## src/rtl/sprite_pkg.sv

```systemverilog
// Shared types and constants for the sprite line fetcher.
package sprite_pkg;

  localparam int unsigned SPR_SIZE = 32;
  localparam logic [3:0] TRANSPARENT = 4'h0;

  typedef enum logic [2:0] {
    StIdle,
    StAttrRd,
    StCheck,
    StFetch,
    StDrain,
    StNext,
    StDone
  } state_t;

  typedef struct packed {
    logic [9:0] x;
    logic [9:0] y;
    logic [5:0] id;
  } sprite_attr_t;

endpackage

```

## src/rtl/sprite_pixel_writer.sv

```systemverilog
// One-stage pipeline aligning a ROM request with its returned colour code,
// gating transparent pixels and anything right of the visible area.
module sprite_pixel_writer
  import sprite_pkg::*;
#(
  parameter int unsigned H_ACTIVE = 640,
  parameter int unsigned COL_W    = 5
) (
  input  logic             clk,
  input  logic             reset_n,
  input  logic             req,
  input  logic [9:0]       x,
  input  logic [COL_W-1:0] col,
  input  logic [3:0]       color_code,
  output logic             lb_we,
  output logic [9:0]       lb_addr,
  output logic [3:0]       lb_data
);

  logic        v1_q;
  logic [10:0] x1_q;

  // Register the request valid and its 11-bit screen x so overflow past 1023 is visible.
  always_ff @(posedge clk or negedge reset_n) begin
    if (!reset_n) begin
      v1_q <= 1'b0;
      x1_q <= 11'd0;
    end else begin
      v1_q <= req;
      x1_q <= {1'b0, x} + {{(11 - COL_W){1'b0}}, col};
    end
  end

  // Write only opaque pixels that land inside the active line.
  always_comb begin
    lb_we   = v1_q && (color_code != TRANSPARENT) && (x1_q < 11'(H_ACTIVE));
    lb_addr = x1_q[9:0];
    lb_data = v1_q ? color_code : 4'h0;
  end

endmodule

```

## src/rtl/sprite_line_fetcher.sv

```systemverilog
// Walks the sprite attribute table during blanking and streams every visible
// sprite row from the ROM bank into the scanline buffer.
module sprite_line_fetcher
  import sprite_pkg::*;
#(
  parameter int unsigned N_SPRITES = 32,
  parameter int unsigned H_ACTIVE  = 640,
  localparam int unsigned IDX_W    = $clog2(N_SPRITES),
  localparam int unsigned COL_W    = $clog2(SPR_SIZE)
) (
  input  logic             clk,
  input  logic             reset_n,
  input  logic             start,
  input  logic [9:0]       vline,
  output logic             busy,
  output logic             done,
  output logic [IDX_W-1:0] attr_idx,
  input  logic [9:0]       attr_x,
  input  logic [9:0]       attr_y,
  input  logic [5:0]       attr_id,
  output logic [5:0]       n_sprite,
  output logic [9:0]       line,
  output logic [5:0]       pixel,
  input  logic [3:0]       color_code,
  output logic             lb_we,
  output logic [9:0]       lb_addr,
  output logic [3:0]       lb_data
);

  state_t             state_q, state_d;
  logic [9:0]         vline_q, vline_d;
  logic [IDX_W-1:0]   idx_q, idx_d;
  logic [5:0]         id_q, id_d;
  logic [9:0]         x_q, x_d;
  logic [9:0]         row_q, row_d;
  logic [COL_W-1:0]   col_q, col_d;
  sprite_attr_t       attr;
  logic [9:0]         row_calc;

  // State and per-sprite context registers.
  always_ff @(posedge clk or negedge reset_n) begin
    if (!reset_n) begin
      state_q <= StIdle;
      vline_q <= '0;
      idx_q   <= '0;
      id_q    <= '0;
      x_q     <= '0;
      row_q   <= '0;
      col_q   <= '0;
    end else begin
      state_q <= state_d;
      vline_q <= vline_d;
      idx_q   <= idx_d;
      id_q    <= id_d;
      x_q     <= x_d;
      row_q   <= row_d;
      col_q   <= col_d;
    end
  end

  // Next-state logic and ROM request outputs.
  always_comb begin
    state_d  = state_q;
    vline_d  = vline_q;
    idx_d    = idx_q;
    id_d     = id_q;
    x_d      = x_q;
    row_d    = row_q;
    col_d    = col_q;
    n_sprite = '0;
    line     = '0;
    pixel    = '0;
    attr     = '{x: attr_x, y: attr_y, id: attr_id};
    // Unsigned wrap turns sprites below the line into huge rows.
    row_calc = vline_q - attr.y;

    case (state_q)
      StIdle: begin
        if (start) begin
          vline_d = vline;
          idx_d   = '0;
          state_d = StAttrRd;
        end
      end
      StAttrRd: state_d = StCheck;
      StCheck: begin
        if ((attr.id != 6'd0) && (row_calc < 10'(SPR_SIZE))) begin
          id_d    = attr.id;
          x_d     = attr.x;
          row_d   = row_calc;
          col_d   = '0;
          state_d = StFetch;
        end else begin
          state_d = StNext;
        end
      end
      StFetch: begin
        n_sprite = id_q;
        line     = row_q;
        pixel    = 6'(col_q);
        col_d    = col_q + 1'b1;
        if (col_q == COL_W'(SPR_SIZE - 1)) state_d = StDrain;
      end
      StDrain: state_d = StNext;
      StNext: begin
        if (idx_q == IDX_W'(N_SPRITES - 1)) begin
          state_d = StDone;
        end else begin
          idx_d   = idx_q + 1'b1;
          state_d = StAttrRd;
        end
      end
      StDone:  state_d = StIdle;
      default: state_d = StIdle;
    endcase
  end

  // Status outputs decode straight from the state register so reset clears them at once.
  always_comb begin
    busy     = (state_q != StIdle);
    done     = (state_q == StDone);
    attr_idx = idx_q;
  end

  sprite_pixel_writer #(
    .H_ACTIVE (H_ACTIVE),
    .COL_W    (COL_W)
  ) u_writer (
    .clk        (clk),
    .reset_n    (reset_n),
    .req        (state_q == StFetch),
    .x          (x_q),
    .col        (col_q),
    .color_code (color_code),
    .lb_we      (lb_we),
    .lb_addr    (lb_addr),
    .lb_data    (lb_data)
  );

endmodule

```

## config.mk

```make
export PLATFORM = sky130hd
export DESIGN_NAME = sprite_line_fetcher
export DESIGN_NICKNAME = d
export VERILOG_FILES = /design/src/rtl/sprite_pkg.sv /design/src/rtl/sprite_pixel_writer.sv /design/src/rtl/sprite_line_fetcher.sv
export SDC_FILE = /design/constraint.sdc
export NUM_CORES = 1
export LEC_CHECK = 0
export BUFFER_PORTS_ARGS = -buffer_cell sky130_fd_sc_hd__buf_4
export CAP_MARGIN = 20
export CORE_AREA = 2 2 87 89
export CTS_CLUSTER_DIAMETER = 40
export DETAILED_ROUTE_END_ITERATION = 16
export DIE_AREA = 0 0 89 91
export GPL_TIMING_DRIVEN = 0
export HOLD_SLACK_MARGIN = 0.03
export PLACE_DENSITY = 0.82
export SYNTH_ARGS = -nofsm -noshare
export SYNTH_HDL_FRONTEND = slang
export SYNTH_SLANG_ARGS = --single-unit
```

## constraint.sdc

```tcl
create_clock -name clk -period 2.55 [get_ports clk]
set_input_delay 0.1275 -clock clk [delete_from_list [all_inputs] [get_ports clk]]
set_output_delay 0.1275 -clock clk [all_outputs]
set_load 0.01 [all_outputs]
```

### After elaboration in Yosys (flattened, before gate mapping)

Cells that the tools add are included.

| storage, ports and cells | value |
|---|---|
| bits in registers | 61 |
| bits of input ports | 43 |
| output and inout bits | 44 |
| logic and storage cells | 55 |

| operators by class | value |
|---|---|
| add/sub/neg operators | 4 |
| $lt $le $gt $ge | 2 |
| eq/ne operators | 12 |
| muxes and demuxes | 14 |
| reduce and logical (&&, ||, !) cells | 14 |

Operators with widths:

| kind | count |
|---|---|
| two-way mux 5 bit | 4 |
| one-hot mux 5 bit (2 select lines) | 2 |
| one-hot mux 3 bit (6 select lines) | 1 |
| two-way mux 3 bit | 4 |
| adder 10 x 5 -> 11 bit | 1 |
| < comparator 11 x 10 -> 1 bit, second input constant | 1 |
| adder 5 x 1 -> 5 bit, second input constant | 2 |
| == test 5 bit, second input constant | 2 |
| < comparator 10 x 6 -> 1 bit, second input constant | 1 |
| two-way mux 10 bit | 1 |
| subtractor 10 bit | 1 |
| == test 3 bit, second input constant | 3 |
| inequality test 2 bit, second input constant | 4 |
| AND reduction 2 bit | 4 |
| == test 3 x 2 -> 1 bit, second input constant | 2 |
| two-way mux 6 bit | 1 |
| nonzero test 6 bit | 1 |
| two-way mux 4 bit | 1 |
| nonzero test 2 bit | 2 |
| nonzero test 4 bit | 1 |
| == test 3 x 1 -> 1 bit, second input constant | 1 |
| logical AND 1 bit | 3 |
| zero test 3 bit | 1 |
| AND reduction 3 bit | 1 |
| nonzero test 3 bit | 1 |

### Logic depth before layout (Yosys ltp)

Gate-level depths: netlist of the first run.

| depth | value |
|---|---|
| depth in word-level cells | 5 |
| depth in mapped cells | 10 |

### Cells and area by module

A second synthesis of the first run with hierarchy kept.

| unflattened totals | value |
|---|---|
| cell total of the unflattened synthesis | 329 |
| area, all modules | 3,552.2 um2 |

By module, submodules not included:

| module | times used | cells each | area each (um2) | seq. area each (um2) |
|---|---|---|---|---|
| sprite_line_fetcher | 1 | 261 | 2,844.0 | 1,226.2 |
| sprite_pixel_writer | 1 | 68 | 708.2 | 300.3 |

### Least setup slack after synthesis of the first run

Ideal clock, no wire load.

| path | value |
|---|---|
| path type | reg2reg |
| start point | reg vline_q[4] |
| end point | reg x_q[2] |
| setup time | 0.128 ns |
| data arrival time | 2.313 ns |
| required time | 2.422 ns |
| setup slack | 0.109 ns |
| cell stages (with the launch flop) | 10 |
| path buffers | 2 |
| cell sequence | dfrtp_1 -> ha_1 -> buf_6 -> a21o_1 -> a31o_1 -> nor4_2 -> o211ai_1 -> nor3_4 -> buf_6 -> mux2_1 |

| between the ends | value |
|---|---|
| word-level cells in the longest chain between the ends | 4 |

Ends and longest elaborated chain:

| what | line | RTL |
|---|---|---|
| start, declared | sprite_line_fetcher.sv:31 | `logic [9:0] vline_q, vline_d;` |
| start signal, assigned | sprite_line_fetcher.sv:52 | `vline_q <= vline_d;` |
| subtractor 10 bit | sprite_line_fetcher.sv:75 | `row_calc = vline_q - attr.y;` |
| < comparator 10 x 6 -> 1 bit | sprite_line_fetcher.sv:87 | `if ((attr.id != 6'd0) && (row_calc < 10'(SPR_SIZE))) begin` |
| logical AND 1 bit | sprite_line_fetcher.sv:87 |  |
| AND reduction 2 bit (no line) | -- |  |
| end signal, assigned | sprite_line_fetcher.sv:47 | `x_q <= '0;` |
| end signal, assigned | sprite_line_fetcher.sv:55 | `x_q <= x_d;` |
| end, declared | sprite_line_fetcher.sv:34 | `logic [9:0] x_q, x_d;` |

Every way passes these cells.
A chain may end at the register's enable or synchronous reset.

### Final worst setup path of the first run

| path | value |
|---|---|
| start point | reg vline_q[0] |
| end point | reg x_q[2] |

Same word-level chain as after synthesis.

==> flow_summary.toml, run 1 <==
[floorplan]
row_count = 31
fp.dieH_microns = 91
die_area_sq_um = 8100
dieWidth_microns = 89
start_util_pct = 47.4
num_io_pins = 87
fp.coreArea_sq_um = 7140

[timing]
fin_crit_ns = 2.45
finalCritPeriodShare_pct = 96.2
final-max-slew-violation-count = 0
relSlewSlack_pct = 48.6
tns_ns = 0
skew_ns = 0.00799
layout_setup_ws_ns = 0.0981
clock.fmax_mhz = 408
hold_viol = 0
hold_slack_ns = 0.0441
setup_violations = 0
worstMarginPinSlew_ns = 0.771
rsz0062_at_grt = "true"

[placed_design]
port_buffers = 85
place_area_sq_um = 4150
hpwlAfterDp_mm = 5.47
globalplace.congestion = 0.834
dp.cells = 503
pre_cts_ws_ns = -0.122

[setup_path]
critPathCaptureType = "register"
crit_path_cell_trace = "inv_1 -> ha_2 -> fa_2 -> nor2b_2 -> o2111a_1 -> a211oi_2 -> mux2i_2 -> nor3_4 -> buf_6 -> buf_8 -> mux2_1"
slowest_delay_ns = 0.37
cp_max_fo = 5
crit_family = "adder cells"
cp_num_cells = 11
path_buf_inv = 3
crit_path_start_kind = "register"
crit_arrival_ns = 2.68
worstSetupPathType = "reg2reg"
cp_data_required_time_ns = 2.78
reg2reg_depth = 11
slowest_stage = "fa_2"

[routing]
wl_per_cell_microns = 14.6
drt-vias-per-instance = 5.03
drt_iter0_drc = 95
drtPass1Iterations = 4
drc = 0
antenna_left = 0
wirelength_mm = 8.03
route.vias.total = 2764

[worst_hold_path]
hold_path.class = "in2reg"
min_path_cells = 2

[clocking]
cts_made_buffers = 9
clk_pin_slew_ns = 0.07
tritoncts = "yes"
cts_num_sinks = 61
clockRootBuffer = "clkbuf_8"
htreeDepth = 3
clockBufferDepth = 2
clk_latency_ns = 0.34

[power]
p_leak_nw = 2.41
ir_drop_mv = 0.607
p_per_area_nw_per_um2 = 945

[grt]
antenna_found_initial = 0
grt.total_usage_pct = 20.6
grt_pass1_wl_mm = 12.9
grt_pass1_vias = 2801
grt_overflow_total = 0
grt_max_degree = 62

[finish]
antenna_cells = 0
nets = 509
design_area_sq_um = 4670
final_layout_size_suffix_gt1_share_pct = 33.9
syn_to_final_growth_pct = 38.1
fin_cells = 550

[logic_synthesis]
avgSynthCellArea_sq_um = 10.6
yosys_most_used_dff = "dfrtp_1"
synth-edff-count = 0
synth_fp_nets = 382
synth_async_sr_flop_share_pct = 100
synth_cells = 319
ys_types = 45
synth_seq_area_share_pct = 45.1
ys_warn_count = 0
syn_area_sq_um = 3380
synth.ff_latch_count = 61

[job]
maxCapViolCount = 0

[status]
status = "finished clean"
-- per-layer routing --
metal  GRT usage, %  vias up  wire length, microns
met1           24.1     1323                  3270
li1               -     1348                     -
met5              0        -                     0
met2           36.3       78                  4200
met4           8.33        0                   187
met3           3.82       15                   370
-- cell usage in the layout, fill, tap and decap left out, types with 5 or more instances in the layout --
cell type,n
nand2_1,20
or3_1,5
o21ai_0,14
nor2b_1,11
clkbuf_8,9
xor2_1,5
and3_1,21
buf_4,102
clkbuf_1,7
dfrtp_1,61
xnor2_1,10
nor2_1,19
mux2_2,10
mux2_4,9
a21oi_1,9
mux2_1,8
ha_1,15
dlygate4sd3_1,26
and2_1,6
inv_1,21
-- cells in the mapped netlist, types with 2 or more instances --
master    instances  area (sq um)
a21boi_0          2          15.0
a21o_1            4          30.0
a21oi_1           9          45.0
a22o_1            2          17.5
and2_1            6          37.5
and3_1           21           131
buf_4            12          90.1
buf_6             3          33.8
clkbuf_1          9          33.8
dfrtp_1          61          1530
fa_1              2          40.0
ha_1             18           225
inv_1            21          78.8
mux2_1            8          90.1
mux2_2           10           113
mux2_4            9           135
mux2i_1           3          30.0
nand2_1          20          75.1
nand3_1           3          15.0
nand4_1           3          18.8
nor2_1           19          71.3
nor2b_1          12          75.1
o2111a_1          2          22.5
o211ai_1          3          22.5
o21a_1            3          22.5
o21ai_0          14          70.1
o21ai_1           3          15.0
o22ai_1           2          12.5
o31ai_1           2          15.0
or3_1             5          31.3
xnor2_1          10          87.6
xor2_1            5          43.8
-- sequential cells by signal, indices dropped and copies added (netlist names) --
| register | flops |
|---|---|
| attr_idx | 5 |
| col_q | 5 |
| id_q | 6 |
| row_q | 10 |
| state_q | 3 |
| u_writer.v1_q | 1 |
| u_writer.x1_q | 11 |
| vline_q | 10 |
| x_q | 10 |
-- final timing paths --
kind	startpoint	to	slack, ns
worst max-delay path	vline_q[0]	x_q[2]	0.1
worst min-delay path	attr_id[4]	id_q[4]	0.04
worst max register to register	vline_q[0]	x_q[2]	0.1
worst min register to register	id_q[0]	id_q[0]	0.49
max in group asynchronous	reset_n	row_q[8]	1.63
min in group asynchronous	reset_n	vline_q[8]	0.42
-- worst reg2reg max path: stages (launching register included) --
cell,delay [ns]
dfrtp_1,0.32
inv_1,0.05
ha_2,0.18
fa_2,0.37
nor2b_2,0.15
o2111a_1,0.20
a211oi_2,0.05
mux2i_2,0.18
nor3_4,0.25
buf_6,0.15
buf_8,0.13
mux2_1,0.32
-- stage by stage --
| stage | total power [mW] | utilization [%] |
|---|---|---|
| finish | 4.41 | 65.5 |
| global route | 4.75 | 65.5 |
| CTS | 4.38 | 65.3 |
| detailed placement | 3.55 | 58.1 |
| global placement | 3.46 | 58.1 |
| floorplan | 2.92 | - |
-- power by group --
group          switching, mW  leakage [nW]  total, mW  internal (mW)
logic                   1.03          1.54       2.12           1.09
clock network          0.400        0.0808      0.744          0.344
registers              0.242         0.791       1.55           1.31
-- cells by family after synthesis --
kind of cell	count (synthesis)	share of synthesized area (%)
other cells	1	0.111
fa+ha+maj	20	7.84
mux	30	10.9
simple gates	95	15.1
buf+inv	45	6.99
xor+xnor	15	3.88
flops	61	45.1
compound gates	52	10.1
-- layout make-up --
class / instances / area, sq um
fillers: 588 / 2460
multi-input cells: 213 / 1660
flip-flops and latches: 61 / 1530
repair buffers: 120 / 986
plain buffers: 20 / 135
clock buffers: 9 / 124
well taps: 99 / 124
inverters: 21 / 78.8
clock inverters: 7 / 42.5
-- what timing repair did --
item,CTS,global route
endpoints found under the hold margin,86,0
pin swaps,5,6
setup buffers,7,1
gates resized for setup,11,5
cloned,1,0
hold buffers,26,0
endpoints found under the setup margin,17,31
Power figures use the tool's default switching activity.
==> inputs of run 2 (changes only) <==
Settings changed: SETUP_SLACK_MARGIN set to 0.5.
==> flow_summary.toml, run 2 (same netlist as run 1, synthesis figures left out) <==
[timing]
relSlewSlack_pct = 48.8
skew_ns = 0.0109
hold_viol = 0
final-max-slew-violation-count = 0
finalCritPeriodShare_pct = 97.0
fin_crit_ns = 2.47
worstMarginPinSlew_ns = 0.768
rsz0062_at_grt = "true"
hold_slack_ns = 0.0523
tns_ns = 0
setup_violations = 0
clock.fmax_mhz = 404

[routing]
route.vias.total = 2831
drt-vias-per-instance = 5.03
wl_per_cell_microns = 14.5
top_layer = "met4"
met2WireLength_mm = 4.25
drtPass1Iterations = 4
wirelength_mm = 8.16
wl_met1_mm = 3.33
antenna_left = 0
drc = 0
drt_iter0_drc = 137
wl_met3_microns = 468

[setup_path]
r2r_setup_slack_ns = 0.08
critPathCaptureType = "register"
path_buf_inv = 4
crit_arrival_ns = 2.70
regToRegEndpoint = "row_q[2]"
startpoint = "vline_q[4]"
cp_max_fo = 5
r2r-start = "vline_q[4]"
crit_path_cell_trace = "ha_4 -> buf_6 -> a21o_1 -> buf_4 -> a31oi_1 -> a21oi_1 -> a211oi_2 -> nor3_4 -> buf_4 -> buf_16 -> mux2_4"
worstSetupPathType = "reg2reg"
reg2reg_depth = 11
crit_family = "compound AO/OA/AOI/OAI gates"
crit_path_start_kind = "register"
cp_data_required_time_ns = 2.78
slowest_stage = "dfrtp_1"
slowest_delay_ns = 0.41
cp_common_cell = "buf_4"

[finish]
layout_commonest_cell = "buf_4"
multi_input_area_sq_um = 1730
nets = 522
final_cell_mix = "buf_4 (107), dfrtp_1 (60), dlygate4sd3_1 (26)"
top_register = "u_writer.x1_q"
syn_to_final_growth_pct = 46.7
final_layout_size_suffix_gt1_share_pct = 39.9
register_area_sq_um = 1530
n_fill_cell = 541
largest_reg_flops = 11
fin_cells = 563
antenna_cells = 0

[worst_hold_path]
hold_start = "attr_id[2]"
hold_path_end = "id_q[2]"
min_path_cells = 2
hold_path.class = "in2reg"

[grt]
grt_max_degree = 62
grt_overflow_total = 0
grt_pass1_vias = 2906
grt.total_usage_pct = 20.9
grt_pass1_wl_mm = 13.2
antenna_found_initial = 0

[floorplan]
die_area_sq_um = 8100
fp.coreArea_sq_um = 7140
num_io_pins = 87
start_util_pct = 47.4
row_count = 31
fp.dieH_microns = 91
dieWidth_microns = 89

[clocking]
clk_latency_ns = 0.34
htreeDepth = 3
clockBufferDepth = 2
clk_pin_slew_ns = 0.07
cts_made_buffers = 9
tritoncts = "yes"
cts_num_sinks = 61
clockRootBuffer = "clkbuf_8"

[power]
clockPowerShare_pct = 21.3
p_per_area_nw_per_um2 = 1000
comb_power_share_pct = 47.6
p_leak_nw = 2.54
p_switching_mw = 1.74
sw_frac_of_total_pct = 34.9
power.total_mw = 4.98
p_int_mw = 3.24
ir_drop_mv = 0.643
sequentialPowerShare_pct = 31.1

[status]
status = "finished clean"

[job]
maxCapViolCount = 0

[placed_design]
globalplace.congestion = 0.843
dp.cells = 503
port_buffers = 85
hpwlAfterDp_mm = 5.55
==> run 2: repair_timing <==
item                       in CTS  in global routing
resized for setup              24                 18
hold buffers                   26                  0
gates cloned                    2                  0
setup endpoints to repair      58                 61
hold endpoints to repair       86                  0
buffers inserted               11                  5
pin swaps                       8                  7
==> run 2: worst max-delay path by stage <==
| stage | depth (start not counted) | endpoint | slack, ns |
|---|---|---|---|
| 3_5_place_dp | 10 | row_q[2] | -0.14 |
| 2_1_floorplan | 9 | id_q[3] | 0.13 |
| 4_1_cts | 10 | id_q[1] | -0.03 |
| 6_report | 11 | row_q[2] | 0.08 |
| 3_3_place_gp | 10 | x_q[9] | -0.08 |
| 5_1_grt | 10 | x_q[0] | -0.01 |
==> run 2: power by group through the flow <==
stage / combinational, mW / clock (mW) / sequential (mW)
CTS: 2.28 / 1.08 / 1.54
floorplan: 1.44 / 0 / 1.50
global placement: 1.95 / 0 / 1.54
detailed placement: 2.03 / 0 / 1.56
global route: 2.61 / 1.13 / 1.59
finish: 2.37 / 1.06 / 1.55
==> run 2: metrics by stage <==
stage / setup WS [ns] / instance area (sq um) / util (%)
5_1_grt: -0.0116 / 4960 / 69.5
2_1_floorplan: 0.132 / 3410 / -
3_3_place_gp: -0.0823 / 4170 / 58.4
3_5_place_dp: -0.137 / 4170 / 58.4
4_1_cts: -0.0301 / 4870 / 68.3
6_report: 0.0774 / 4960 / 69.5
==> run 2: layout make-up <==
class                           instances  area share, %
Sequential cell                        61           30.8
Inverter                               21           1.59
Multi-Input combinational cell        213           34.8
Tap cell                               99           2.50
Clock inverter                          6           2.22
Buffer                                 24           3.48
Timing Repair Buffer                  129           21.9
Clock buffer                           10           2.77
==> run 2: metal layers <==
layer	up-vias	GRT usage, %
met3	13	5.73
met4	0	7.21
met1	1361	23.6
li1	1374	-
met5	-	0
met2	83	37.3
